File: src/rtl/adc_spi_if.sv
// Conversion request, SPI pins and sample result shared between the ADC reader and its peers.
interface adc_spi_if #(
    parameter int unsigned DATA_WIDTH = 16
);
    logic                  start_conversion;
    logic                  miso;
    logic                  cs_n;
    logic                  sck;
    logic [DATA_WIDTH-1:0] adc_data;
    logic                  data_ready;
    logic                  busy;

    // master: the SPI reader itself; slave: the ADC / requester side
    modport master (
        input  start_conversion,
        input  miso,
        output cs_n,
        output sck,
        output adc_data,
        output data_ready,
        output busy
    );

    modport slave (
        output start_conversion,
        output miso,
        input  cs_n,
        input  sck,
        input  adc_data,
        input  data_ready,
        input  busy
    );
endinterface

File: src/rtl/adc_spi_reader.sv
// SPI mode-0 master: one MSB-first ADC read per accepted request, result on a parallel word
// with a one-cycle data_ready strobe.
module adc_spi_reader #(
    parameter int unsigned DATA_WIDTH = 16,
    parameter int unsigned SCK_DIV    = 4,
    parameter int unsigned CS_SETUP   = 2,
    parameter int unsigned CS_HOLD    = 2,
    parameter int unsigned CS_IDLE    = 1
) (
    input  logic      clk,
    input  logic      rst_n,
    adc_spi_if.master bus
);
    localparam int unsigned BIT_W  = $clog2(DATA_WIDTH + 1);
    localparam int unsigned DIV_W  = (SCK_DIV > 1) ? $clog2(SCK_DIV) : 1;
    localparam int unsigned PH_SH  = (CS_SETUP > CS_HOLD) ? CS_SETUP : CS_HOLD;
    localparam int unsigned PH_MAX = (PH_SH > CS_IDLE) ? PH_SH : CS_IDLE;
    localparam int unsigned PH_W   = (PH_MAX > 1) ? $clog2(PH_MAX) : 1;

    localparam logic [DIV_W-1:0] DIV_LAST   = DIV_W'(SCK_DIV - 1);
    localparam logic [BIT_W-1:0] BIT_LAST   = BIT_W'(DATA_WIDTH - 1);
    localparam logic [PH_W-1:0]  SETUP_LAST = PH_W'(CS_SETUP - 1);
    localparam logic [PH_W-1:0]  HOLD_LAST  = PH_W'(CS_HOLD - 1);
    localparam logic [PH_W-1:0]  IDLE_LAST  = PH_W'(CS_IDLE - 1);

    typedef enum logic [2:0] {
        ST_IDLE,
        ST_SETUP,
        ST_SHIFT,
        ST_HOLD,
        ST_GAP
    } state_t;

    state_t                state_q, state_d;
    logic [PH_W-1:0]       ph_q, ph_d;
    logic [DIV_W-1:0]      div_q, div_d;
    logic [BIT_W-1:0]      bit_q, bit_d;
    logic [DATA_WIDTH-1:0] shift_q, shift_d;
    logic [DATA_WIDTH-1:0] data_q, data_d;
    logic                  cs_n_q, cs_n_d;
    logic                  sck_q, sck_d;
    logic                  busy_q, busy_d;
    logic                  ready_q, ready_d;

    // State and all pin/result registers
    always_ff @(posedge clk or negedge rst_n) begin
        if (!rst_n) begin
            state_q <= ST_IDLE;
            ph_q    <= '0;
            div_q   <= '0;
            bit_q   <= '0;
            shift_q <= '0;
            data_q  <= '0;
            cs_n_q  <= 1'b1;
            sck_q   <= 1'b0;
            busy_q  <= 1'b0;
            ready_q <= 1'b0;
        end else begin
            state_q <= state_d;
            ph_q    <= ph_d;
            div_q   <= div_d;
            bit_q   <= bit_d;
            shift_q <= shift_d;
            data_q  <= data_d;
            cs_n_q  <= cs_n_d;
            sck_q   <= sck_d;
            busy_q  <= busy_d;
            ready_q <= ready_d;
        end
    end

    // Next-state and next-output logic
    always_comb begin
        state_d = state_q;
        ph_d    = ph_q;
        div_d   = div_q;
        bit_d   = bit_q;
        shift_d = shift_q;
        data_d  = data_q;
        cs_n_d  = cs_n_q;
        sck_d   = sck_q;
        busy_d  = busy_q;
        ready_d = 1'b0;

        case (state_q)
            ST_IDLE: begin
                if (bus.start_conversion) begin
                    state_d = ST_SETUP;
                    cs_n_d  = 1'b0;
                    busy_d  = 1'b1;
                    ph_d    = '0;
                end
            end

            ST_SETUP: begin
                if (ph_q == SETUP_LAST) begin
                    state_d = ST_SHIFT;
                    ph_d    = '0;
                    div_d   = '0;
                    bit_d   = '0;
                end else begin
                    ph_d = ph_q + PH_W'(1);
                end
            end

            // Each half-period ends with an sck toggle; miso is taken on the rising toggle
            ST_SHIFT: begin
                if (div_q == DIV_LAST) begin
                    div_d = '0;
                    sck_d = ~sck_q;
                    if (!sck_q) begin
                        shift_d = DATA_WIDTH'({shift_q, bus.miso});
                    end else if (bit_q == BIT_LAST) begin
                        state_d = ST_HOLD;
                        ph_d    = '0;
                    end else begin
                        bit_d = bit_q + BIT_W'(1);
                    end
                end else begin
                    div_d = div_q + DIV_W'(1);
                end
            end

            // Completion edge: release cs_n and publish the sample together
            ST_HOLD: begin
                if (ph_q == HOLD_LAST) begin
                    state_d = ST_GAP;
                    cs_n_d  = 1'b1;
                    data_d  = shift_q;
                    ready_d = 1'b1;
                    ph_d    = '0;
                end else begin
                    ph_d = ph_q + PH_W'(1);
                end
            end

            ST_GAP: begin
                if (ph_q == IDLE_LAST) begin
                    state_d = ST_IDLE;
                    busy_d  = 1'b0;
                    ph_d    = '0;
                end else begin
                    ph_d = ph_q + PH_W'(1);
                end
            end

            default: begin
                state_d = ST_IDLE;
            end
        endcase
    end

    assign bus.cs_n       = cs_n_q;
    assign bus.sck        = sck_q;
    assign bus.adc_data   = data_q;
    assign bus.data_ready = ready_q;
    assign bus.busy       = busy_q;
endmodule
File: src/flat_wrapper.sv
// flat-port wrapper written by rule: the top's interface ports become plain ports
module adc_spi_reader_flat 
#(
    parameter int unsigned DATA_WIDTH = 16,
    parameter int unsigned SCK_DIV    = 4,
    parameter int unsigned CS_SETUP   = 2,
    parameter int unsigned CS_HOLD    = 2,
    parameter int unsigned CS_IDLE    = 1
)
  (clk, rst_n, bus_start_conversion, bus_miso, bus_cs_n, bus_sck, bus_adc_data, bus_data_ready, bus_busy);
  adc_spi_if #(.DATA_WIDTH(DATA_WIDTH)) bus_i ();
  input  logic clk;
  input  logic rst_n;
  input wire logic [$bits(bus_i.start_conversion)-1:0] bus_start_conversion;
  input wire logic [$bits(bus_i.miso)-1:0] bus_miso;
  output wire logic [$bits(bus_i.cs_n)-1:0] bus_cs_n;
  output wire logic [$bits(bus_i.sck)-1:0] bus_sck;
  output wire logic [$bits(bus_i.adc_data)-1:0] bus_adc_data;
  output wire logic [$bits(bus_i.data_ready)-1:0] bus_data_ready;
  output wire logic [$bits(bus_i.busy)-1:0] bus_busy;
  assign bus_i.start_conversion = bus_start_conversion;
  assign bus_i.miso = bus_miso;
  assign bus_cs_n = bus_i.cs_n;
  assign bus_sck = bus_i.sck;
  assign bus_adc_data = bus_i.adc_data;
  assign bus_data_ready = bus_i.data_ready;
  assign bus_busy = bus_i.busy;
  adc_spi_reader #(.DATA_WIDTH(DATA_WIDTH), .SCK_DIV(SCK_DIV), .CS_SETUP(CS_SETUP), .CS_HOLD(CS_HOLD), .CS_IDLE(CS_IDLE)) u_core (.clk(clk), .rst_n(rst_n), .bus(bus_i));
endmodule
File: config.mk
export PLATFORM = sky130hd
export DESIGN_NAME = adc_spi_reader_flat
export DESIGN_NICKNAME = d
export VERILOG_FILES = /design/src/rtl/adc_spi_if.sv /design/src/rtl/adc_spi_reader.sv /design/src/flat_wrapper.sv
export SDC_FILE = /design/constraint.sdc
export NUM_CORES = 1
export LEC_CHECK = 0
export ABC_AREA = 1
export CORE_ASPECT_RATIO = 0.6
export CORE_MARGIN = 2
export CORE_UTILIZATION = 33
export CTS_BUF_LIST = sky130_fd_sc_hd__clkbuf_8
export CTS_CLUSTER_SIZE = 10
export DETAILED_ROUTE_END_ITERATION = 10
export GPL_TIMING_DRIVEN = 1
export HOLD_SLACK_MARGIN = 0.02
export MAX_ROUTING_LAYER = met4
export PLACE_DENSITY_LB_ADDON = 0.3
export SLEW_MARGIN = 15
export SYNTH_ARGS = -nofsm -noshare
export SYNTH_HDL_FRONTEND = slang
export SYNTH_SLANG_ARGS = --single-unit
export TNS_END_PERCENT = 20
File: constraint.sdc
create_clock -name clk -period 3 [get_ports clk]
set_input_delay 0.6 -clock clk [delete_from_list [all_inputs] [get_ports clk]]
set_output_delay 0.6 -clock clk [all_outputs]
set_load 0.01 [all_outputs]
After elaboration in Yosys (flattened, before gate mapping):

Index checks and enable logic that the tools add are counted.

* $add $sub $neg: 3
* $mul: 0
* div/mod/pow operators: 0
* magnitude comparators: 0
* equality and inequality tests: 14
* shifts and indexed selects: 0
* muxes and demuxes: 30
* bitwise gates (word level): 1
* reductions and logical operators: 15

Operators by type and width (count)
* two-way mux 3 bit: 7
* two-way mux 5 bit: 4
* one-hot mux 3 bit (5 select lines): 1
* two-way mux 1 bit: 11
* inequality test 2 x 1 -> 1 bit, second input constant: 5
* one-hot mux 5 bit (2 select lines): 1
* AND reduction 5 bit: 2
* AND reduction 3 bit: 3
* AND reduction 7 bit: 1
* == test 3 x 2 -> 1 bit, second input constant: 2
* inequality test 2 bit, second input constant: 3
* AND reduction 2 bit: 3
* nonzero test 2 bit: 3
* adder 5 x 1 -> 5 bit, second input constant: 1
* == test 5 x 4 -> 1 bit, second input constant: 1
* two-way mux 2 bit: 2
* one-hot mux 1 bit (2 select lines): 2
* one-hot mux 1 bit (4 select lines): 1
* one-hot mux 2 bit (2 select lines): 1
* nonzero test 4 bit: 1
* == test 3 x 1 -> 1 bit, second input constant: 1
* == test 3 bit, second input constant: 1
* logical NOT 3 bit: 1
* adder 2 x 1 -> 2 bit, second input constant: 1
* other kinds (4): 4

* bits in registers: 47
* bits in latches: 0
* RAM bits: 0
* memory bits (read-only): 0
* bits of input ports: 4
* logic and storage cells: 73
* memories: 0

Depth between registers and ports, before layout:

* depth in word-level cells: 5
* depth in mapped cells: 10
* depth with buffers taken out: 10

Worst setup path before layout:

No wires, ideal clock.

* path kind: reg-to-reg
* from: reg u_core.bit_q[0]
* to: reg u_core.bit_q[0]
* setup time: 116 ps
* arrival time: 1382 ps
* required time: 2884 ps
* setup slack: 1502 ps
* stages on the path, launching flop included: 11
* cell sequence: dfrtp_1 > ha_1 > nand2_1 > nor2_1 > ha_1 > nor2_1 > inv_1 > nand2_1 > nand3_1 > nand2_1 > nand2_1

* longest elaborated chain between the ends: 5
* elaborated cells between the ends (all ways): 8

Ends and longest elaborated chain
* start, declared: RTL line adc_spi_reader.sv:37 `logic [BIT_W-1:0] bit_q, bit_d;`
* start signal, assigned: RTL line adc_spi_reader.sv:62 `bit_q <= bit_d;`
* adder 5 x 1 -> 5 bit: RTL line adc_spi_reader.sv:117 `bit_d = bit_q + BIT_W'(1);`
* two-way mux 5 bit: RTL line adc_spi_reader.sv:113 `end else if (bit_q == BIT_LAST) begin`
* two-way mux 5 bit: RTL line adc_spi_reader.sv:111 `if (!sck_q) begin`
* two-way mux 5 bit: RTL line adc_spi_reader.sv:108 `if (div_q == DIV_LAST) begin`
* one-hot mux 5 bit (2 select lines): RTL line adc_spi_reader.sv:85 `case (state_q)`

Several ways; a longest one is shown, not always the timed one. The select of a mux whose other input is x is not followed.
A chain may end at the register's enable or synchronous reset.

Final worst setup path:

* from: reg u_core.cs_n_q, in the netlist u_core.bus.cs_n
* to: out bus_cs_n

RTL lines
* start, declared: RTL line adc_spi_reader.sv:40 `logic cs_n_q, cs_n_d;`
* start signal, assigned: RTL line adc_spi_reader.sv:65 `cs_n_q <= cs_n_d;`
* end, declared: RTL line flat_wrapper.sv:16 `output wire logic [$bits(bus_i.cs_n)-1:0] bus_cs_n;`

No word-level cell between the ends.

==> run_results.csv <==
group,metric,value,unit
status,status,"finished clean",
synth,synth_largest_area_cell,"dfrtp_1",
clock_tree,cts.clk_slew.worst_paths,0.09,ns
floorplan,dieHeight,66.52,um
synth,ys.warnings.count,0,
floorplan,fp-row-count,22,
detailed_routing,vias,1476,
detailed_routing,detail_route.first_pass.iterations,4,
sta,fin_crit_sh,0.6519,
worst_setup_path,arrival,1.36,ns
layout,multi_input_area,788.3,um^2
placed_design,post-place-ws,1.303,ns
synth,synth.ff_latch_count,47,
synth,synthCells,230,
synth,synthTopCellsByArea,"dfrtp_1 54%, nand2_1 13%, o21ai_2 11%",
worst_setup_path,slowest_delay,0.53,ns
clock_tree,ctsLongestPathBuffers,2,
worst_setup_path,cp_num_buf_inv,1,
sta,setup_viol,0,
sta,max_slew_margin,0.5494,
synth,synth_async_sr_flop_share,1.000,
floorplan,coreArea,6193,um^2
floorplan,pin_count,24,
floorplan,initial_core_util,0.3471,
worst_setup_path,path_class,"flop to primary output",
layout,nets,263,
clock_tree,cts_tree,"done",
clock_tree,cts_resized,0,
detailed_routing,wl_per_cell,11.27,um
synth,synth.yosys.seq_area_share,0.5477,
sta,final-max-slew-violation-count,0,
sta,max_clock_freq,511.3,MHz
layout,synthToLayoutAreaGrowth,17.17,%
clock_tree,numCtsBuffers,5,
power,intPower,1.112,mW
sta,grt_setup_unrepaired,"no",
placed_design,post-dp-hpwl,2676,um
global_routing,grt_pass1_vias,1392,
synth,synth_top_area_share,0.5355,
clock_tree,cts-root-buf,"clkbuf_8",
placed_design,gp_congestion,0.8385,
global_routing,grt_util_all_layers,0.1261,
power,p_clk_frac,0.220,
worst_setup_path,start_kind,"flop",
synth,syn_area,2150,um^2
synth,synthDistinctLibCells,22,
layout,layout_commonest_cell,"nand2_1",
synth,synth_fp_nets,237,
global_routing,grt_max_degree,33,
sta,worstMarginPinSlew,0.6735,ns
layout,layout-drive-gt1-share,0.1790,
placed_design,numPortBuffers,23,
power,peakVddDrop,0.3122,mV
detailed_routing,first_iter_violations,107,
worst_setup_path,required,2.40,ns
layout,layout_common_cells,"75 x nand2_1, 46 x dfrtp_1, 30 x inv_1",
layout,fin_area,2519,um^2
global_routing,antenna_found_initial,0,
layout,fill_cells,620,
floorplan,die_w,108.2,um
placed_design,placed_area,2427,um^2
synth,synth.avg_cell_area,9.346,um^2
flow_run,cap_viol_max_count,0,
power,leakage,1.195,nW
sta,clock_skew,0.005833,ns
detailed_routing,drc,0,
worst_setup_path,crit_chain,"clkdlybuf4s50_1",
synth,synthFlopType,"dfrtp_1",
clock_tree,htree_levels,2,
hold_path,hold_path_class,"input pin to async pin",
clock_tree,cts_setup_buffers,0,
sta,period_needed,1.956,ns
global_routing,gr-total-overflow,0,
sta,fin_ws,1.044,ns
power,powerDensity,700.4,nW/um^2
clock_tree,clock_latency,0.30,ns
power,swShare,0.3695,
floorplan,dieArea,7197,um^2
worst_setup_path,cp_slowest_cell,"dfstp_2",
detailed_routing,viasPerCell,4.328,
power,pwr-share-comb,0.318,
sta,fin_setup_tns,0,ns
detailed_routing,routed_wirelength,3843,um
layout,seq_area,1177,um^2
layout,antennaDiodeCount,0,
synth,synth_edf_count,0,
detailed_routing,postRouteAntennaNets,0,
clock_tree,cts_hold_buf,0,
sta,hold_violations,0,
power,seqPwrFrac,0.462,
worst_setup_path,crit_family,"flip-flops",
worst_setup_path,cp-end-kind,"primary output",
clock_tree,clock-sinks,47,
global_routing,grt_first_pass_wirelength,6630,um
power,switchingPower,0.6519,mW
worst_setup_path,cp_max_fo,2,
==> layer usage <==
layer  part of all wire  wire (um)  global-route usage  up-vias
li1                   -          -                   -      772
met2               0.39       1507              0.1737       32
met4              0.020         76             0.05769        0
met1               0.54       2094              0.1719      664
met3              0.043        164             0.03523        8
met5                  0          0                   -        -
==> stage by stage <==
step / std cells / utilization / hold WS, ns / power, mW
finish: 341 / 0.4067 / 0.3076 / 1.764
global route: 341 / 0.4067 / 0.3450 / 1.905
CTS: 341 / 0.4067 / 0.3265 / 1.783
detailed placement: 333 / 0.3919 / 0.4601 / 1.388
global placement: 333 / 0.3919 / 0.4569 / 1.385
floorplan: 230 / - / 0.3044 / 1.228
==> area by class of cell <==
type,count,share of cell area
flip-flops and latches,47,0.4675
multi-input cells,146,0.3130
repair buffers,25,0.09538
inverters,31,0.04620
well taps,84,0.04173
clock buffers,6,0.03279
clock inverters,2,0.003477
==> sequential cells by signal (all words and copies together) (netlist names) <==
name and flops:
u_core.bus.cs_n 1, u_core.div_q 2, u_core.bus.busy 1, u_core.shift_q 16
u_core.bus.adc_data 16, u_core.bit_q 5, u_core.ph_q 1, u_core.bus.sck 1
u_core.bus.data_ready 1, u_core.state_q 3
==> synthesized netlist by cell type (2+ instances only) <==
library cell / count
nand2_1: 75
inv_1: 29
ha_1: 3
o21ai_1: 3
o21ai_0: 2
inv_2: 2
nor2_4: 2
nor2_1: 12
nand3_1: 13
dfrtp_1: 46
buf_6: 6
o21ai_2: 27
==> power groups by stage <==
| stage | combinational [mW] | sequential [mW] | clock (mW) |
|---|---|---|---|
| 2_1_floorplan | 0.402 | 0.826 | 0 |
| 3_3_place_gp | 0.562 | 0.824 | 0 |
| 3_5_place_dp | 0.563 | 0.825 | 0 |
| 4_1_cts | 0.565 | 0.814 | 0.404 |
| 5_1_grt | 0.643 | 0.829 | 0.433 |
| 6_report | 0.561 | 0.814 | 0.389 |
==> kinds of logic (layout without fill, tap and decap cells) <==
family                     after synthesis  count (layout)  share of synthesized area
DFF                                     47              47                     0.5477
adders and majority gates                3               3                    0.01746
xor gates and xnor gates                 1               1                   0.004075
and+or+nand+nor                        107             107                     0.2142
buffers and inverters                   37              64                    0.08556
AOI/OAI and AO/OA                       35              35                     0.1310
==> final timing paths <==
| check | start | to | slack [ns] | cells after the start |
|---|---|---|---|---|
| setup / recovery | u_core.bus.cs_n$_DFFE_PN1P_ | bus_cs_n | 1.04 | 1 |
| hold / removal | rst_n | u_core.bus.adc_data[10]$_DFFE_PN0P_ | 0.31 | 1 |
| setup reg to reg | u_core.bit_q[0]$_DFFE_PN0P_ | u_core.bit_q[1]$_DFFE_PN0P_ | 1.28 | 10 |
| hold reg to reg | u_core.shift_q[0]$_DFFE_PN0P_ | u_core.shift_q[0]$_DFFE_PN0P_ | 0.48 | 2 |
| max in group asynchronous | rst_n | u_core.bus.cs_n$_DFFE_PN1P_ | 2.01 | 2 |
| min in group clk | u_core.shift_q[0]$_DFFE_PN0P_ | u_core.shift_q[0]$_DFFE_PN0P_ | 0.48 | 2 |
==> worst reg2reg max path: cells and delay by family (launching register included) <==
kind                     cells  cell delay, ns
buffers and inverters        1            0.06
adder cells (fa/ha/maj)      2            0.48
flip-flops                   1            0.44
AND/OR/NAND/NOR              7            0.65
(Power assumes the default switching activity.)
